===== src/rtl/fp_addsub_arbiter.sv =====
// fp_addsub_arbiter: round-robin arbiter sharing one combinational FP add/sub unit between two requesters.
module fp_addsub_arbiter #(
  parameter int CNT_W = 8
) (
  input  logic             clk,
  input  logic             rst_n,
  input  logic             req0_valid,
  input  logic             req1_valid,
  output logic             req0_ready,
  output logic             req1_ready,
  input  logic             req0_op,
  input  logic             req1_op,
  input  logic [31:0]      req0_a,
  input  logic [31:0]      req0_b,
  input  logic [31:0]      req1_a,
  input  logic [31:0]      req1_b,
  output logic             rsp0_valid,
  output logic             rsp1_valid,
  input  logic             rsp0_ready,
  input  logic             rsp1_ready,
  output logic [31:0]      rsp_s,
  output logic             rsp_overflow,
  output logic             rsp_underflow,
  output logic [31:0]      fu_a,
  output logic [31:0]      fu_b,
  output logic             fu_op,
  input  logic [31:0]      fu_s,
  input  logic             fu_overflow,
  input  logic             fu_underflow,
  output logic [CNT_W-1:0] ovf_cnt,
  output logic [CNT_W-1:0] unf_cnt
);
  typedef enum logic [1:0] {IDLE, EXEC, RESP} state_t;
  state_t      state;
  logic        last_grant, owner, op_q, ovf_q, unf_q;
  logic [31:0] a_q, b_q, s_q;
  logic        gnt0, gnt1;
  // rst_n gates the grants so ready stays low while reset is held
  assign gnt0 = rst_n && state == IDLE && req0_valid && (!req1_valid || last_grant);
  assign gnt1 = rst_n && state == IDLE && req1_valid && (!req0_valid || !last_grant);
  assign req0_ready = gnt0;
  assign req1_ready = gnt1;
  assign rsp0_valid = state == RESP && !owner;
  assign rsp1_valid = state == RESP && owner;
  assign rsp_s = s_q;
  assign rsp_overflow = ovf_q;
  assign rsp_underflow = unf_q;
  assign fu_a = a_q;
  assign fu_b = b_q;
  assign fu_op = op_q;
  always_ff @(posedge clk or negedge rst_n) begin
    if (!rst_n) begin
      state <= IDLE;
      last_grant <= 1'b1;
      owner <= 1'b0;
      op_q <= 1'b0;
      a_q <= '0;
      b_q <= '0;
      s_q <= '0;
      ovf_q <= 1'b0;
      unf_q <= 1'b0;
      ovf_cnt <= '0;
      unf_cnt <= '0;
    end else begin
      case (state)
        IDLE: if (gnt0 || gnt1) begin
          owner <= gnt1;
          last_grant <= gnt1;
          op_q <= gnt1 ? req1_op : req0_op;
          a_q <= gnt1 ? req1_a : req0_a;
          b_q <= gnt1 ? req1_b : req0_b;
          state <= EXEC;
        end
        EXEC: begin
          s_q <= fu_s;
          ovf_q <= fu_overflow;
          unf_q <= fu_underflow;
          if (fu_overflow && !(&ovf_cnt)) ovf_cnt <= ovf_cnt + CNT_W'(1);
          if (fu_underflow && !(&unf_cnt)) unf_cnt <= unf_cnt + CNT_W'(1);
          state <= RESP;
        end
        RESP: if (owner ? rsp1_ready : rsp0_ready) state <= IDLE;
        default: state <= IDLE;
      endcase
    end
  end
endmodule


===== config.mk =====
export PLATFORM = sky130hd
export DESIGN_NAME = fp_addsub_arbiter
export DESIGN_NICKNAME = d
export VERILOG_FILES = /design/src/rtl/fp_addsub_arbiter.sv
export SDC_FILE = /design/constraint.sdc
export NUM_CORES = 1
export LEC_CHECK = 0
export ABC_AREA = 1
export CAP_MARGIN = 25
export CORE_AREA = 2 2 120 122
export CTS_CLUSTER_DIAMETER = 40
export DETAILED_ROUTE_END_ITERATION = 6
export DIE_AREA = 0 0 122 124
export GPL_ROUTABILITY_DRIVEN = 1
export HOLD_SLACK_MARGIN = 0.1
export MAX_ROUTING_LAYER = met4
export PLACE_DENSITY = 0.86
export SKIP_LAST_GASP = 1
export SLEW_MARGIN = 40
export SYNTH_ARGS = -nofsm -noshare
export SYNTH_HDL_FRONTEND = slang
export SYNTH_SLANG_ARGS = --single-unit

===== constraint.sdc =====
create_clock -name clk -period 4.14 [get_ports clk]
set_clock_uncertainty 0.15 [all_clocks]
set_input_delay 0.414 -clock clk [delete_from_list [all_inputs] [get_ports clk]]
set_output_delay 0.414 -clock clk [all_outputs]
set_load 0.05 [all_outputs]

==> impl_results.md <==
* Run status: completed
* Clk pin slew, worst setup/hold paths at 0.05 ns
* Vias/cell at 4.97
* Gpl congestion at 0.817
* VDD IR-drop max at 0.000341 V
* DR iter-0 viols at 352
* Synth Area per Inst at 7.76 um^2
* Max Used Layer: met4
* Setup TNS Final at 0 ns
* GRT overflow at 0
* Delay-heaviest family, CP: buffers and inverters
* Pre-antenna DRT Iters at 4
* ANT cells at 0
* Clock Latency Late Sink at 0.40 ns
* Endpoint class of the critical path: output pin
* Area growth syn-to-layout at 59.0%
* CTS Buf Count at 17
* Pin count of the biggest net entering global routing at 70
* Finish-stage setup viols at 0
* Clock sink total at about 120
* Post-CTS setup buffer count at 0
* CTS Root Buffer Type: clkbuf_16
* Final #Nets at 1,234
* Number of library cell types mapped by synthesis at 25
* Syn. warnings at 0
* CP cell instances: dlygate4sd3_1 -> buf_4 -> buf_4 -> nand4_1 -> inv_1 -> clkdlybuf4s50_1
* First-pass GRT wire length at 30,100 um
* Max_slew headroom at just under 50%
* Worst slew pin tran at 0.771 ns
* CP bufs+invs at 5
* Post-route non-filler standard cell count at about 1.3k
* Hold_buf cts at 1
* IO Count at 289
* Period utilisation layout at 82.1%
* Fin. max-slew vios at 0
* CTS tree: done
* Routed wl met2 at 9720 um
* WL final at around 19,000 um
* Die ar. at about 15,000 um^2
* Post-synthesis register bit count at 119
* Syn_nets at 962
* Row Count at 43
* Max-cap viol count at 0
* Slowest cell on crit path: clkdlybuf4s50_1
* Met3 WL at 1730 um
* Post-route ant nets at 0
* Wire per inst at 15.3 um
* Initial Utilization at 44.7%
* Via count at ~6.2k
* Seq/Total Area, Yosys at 48.6%
* Antenna violations before repair at 0
* GRT Util Overall at a little over a quarter
* Crit path max fanout at 52
* Die width at around 120 um
* Mapped cell area at 6130 um^2
* Arr. time, crit path at 2.83 ns
* Crit-path most repeated cell: buf_4
* CP Data Required Time at 3.58 ns
* Dpl cells at 1,222
* Final HPWL DP at around 14,000 um
* CP max stage delay at slightly above 0.8 ns
* Final min period at 3.40 ns
* Leak at around 4.6 nW
* # DRC at 0
* Die Ht at between 100 and 150 um
* DRT met1 WL at 7560 um
* Setup CP Type: input port to output pin
* Post-CTS resize count at 0
* RSZ-0062 raised after global routing: no
* Buffers on Ports at 288
* Core box area at 13,700 um^2
* Syn Inst Count at 790
* Startpoint Class: input port
* Pwr Density at 803 nW/um^2
* Vias in the first global route at around 6k
* Layout cells sized above 1 at 5.21%
* H-Tree Depth at 4
* Commonest non-fill, non-tap cell in the layout: nand2_1
* Type of the most critical hold path: register to register
* Max Clock Freq at 294 MHz
* CTS Buffer Depth at 2
* Final-report hold violation count at 0
* Commonest cells after routing, fill and taps aside: 288 x nand2_1, 286 x clkdlybuf4s50_1, 139 x nand3_1
[power by group]
| group | leakage (nW) | internal [mW] | switching, mW |
|---|---|---|---|
| combinational | 2.82 | 1.37 | 2.83 |
| sequential | 1.49 | 1.68 | 0.338 |
| clock | 0.318 | 1.12 | 0.502 |
| total | 4.63 | 4.17 | 3.67 |
[logic make-up (layout without fill, tap and decap cells)]
logic type | count (synthesis) | in the layout | synth area share [%]
AO/OA/AOI/OAI | 77 | 77 | 9.12
adder cells (fa/ha/maj) | 2 | 2 | 0.408
AND/OR/NAND/NOR | 453 | 453 | 31.3
XOR/XNOR | 7 | 7 | 1.00
buffers and inverters | 132 | 417 | 9.59
flip-flops | 119 | 119 | 48.6
[per-stage QoR]
| stage | setup slack [ns] | total power, mW | hold WS [ns] | cell area [um^2] | utilization [%] |
|---|---|---|---|---|---|
| 6_report | 0.742 | 7.83 | 0.326 | 9750 | 71.1 |
| 5_1_grt | 0.559 | 8.23 | 0.338 | 9750 | 71.1 |
| 4_1_cts | 0.692 | 7.90 | 0.328 | 9750 | 71.1 |
| 3_5_place_dp | 1.27 | 6.24 | 0.314 | 9090 | 66.3 |
| 3_3_place_gp | 1.28 | 6.17 | 0.311 | 9080 | 66.2 |
| 2_1_floorplan | 2.36 | 4.71 | -0.0316 | 6130 | - |
[flip-flops by register name (all words and copies together) (netlist names), 2 cells and up]
name     cells
rsp_s       32
ovf_cnt      8
fu_a        32
unf_cnt      8
state        2
fu_b        32
[synth_stat cells]
library cell | n | area share (%)
nand2_1 | 289 | 18
nand3_1 | 139 | 11
dfrtp_1 | 118 | 48
inv_1 | 80 | 4.9
o21bai_1 | 65 | 8.0
buf_2 | 26 | 2.1
buf_4 | 14 | 1.7
nor2_1 | 11 | 0.67
o21ai_0 | 7 | 0.57
nand4_1 | 5 | 0.51
clkbuf_1 | 4 | 0.24
inv_2 | 4 | 0.24
xnor2_1 | 4 | 0.57
a21oi_2 | 3 | 0.43
buf_1 | 3 | 0.18
xor2_1 | 3 | 0.43
ha_1 | 2 | 0.41
nand2_2 | 2 | 0.20
nand3b_1 | 2 | 0.24
nor2_4 | 2 | 0.37
nor3_1 | 2 | 0.16
o21ai_1 | 2 | 0.16
buf_6 | 1 | 0.18
dfstp_2 | 1 | 0.43
nor2_2 | 1 | 0.10
[final timing paths]
check	startpoint	end	slack, ns	cells past startpoint
max	rst_n	req0_ready	0.74	6
min reg2reg	rsp_s[20]	rsp_s[20]	0.33	2
min	rsp_s[20]	rsp_s[20]	0.33	2
max in group asynchronous	rst_n	rsp_overflow	2.17	4
max reg2reg	state[0]	fu_b[29]	1.53	7
min in group asynchronous	rst_n	ovf_cnt[0]	0.57	3
[worst min-delay path, cell delays in order, from the launching register on]
cell	delay (ns)
dfrtp_1	0.34
nand2_1	0.05
nand2_1	0.06
[routing by layer]
metal / vias up / GRT usage (%)
met3: 20 / 8.06
met1: 2936 / 29.7
met2: 244 / 46.1
li1: 3043 / -
met4: 0 / 6.90
met5: - / -
[layout make-up]
type,instances,area [um^2]
clock buffers,24,482
clock inverters,8,169
fillers,1071,3970
inverters,84,315
multi-input cells,539,2570
flip-flops and latches,119,2980
well taps,180,225
repair buffers,301,3010
No activity file was read; power rests on OpenSTA's default activity.
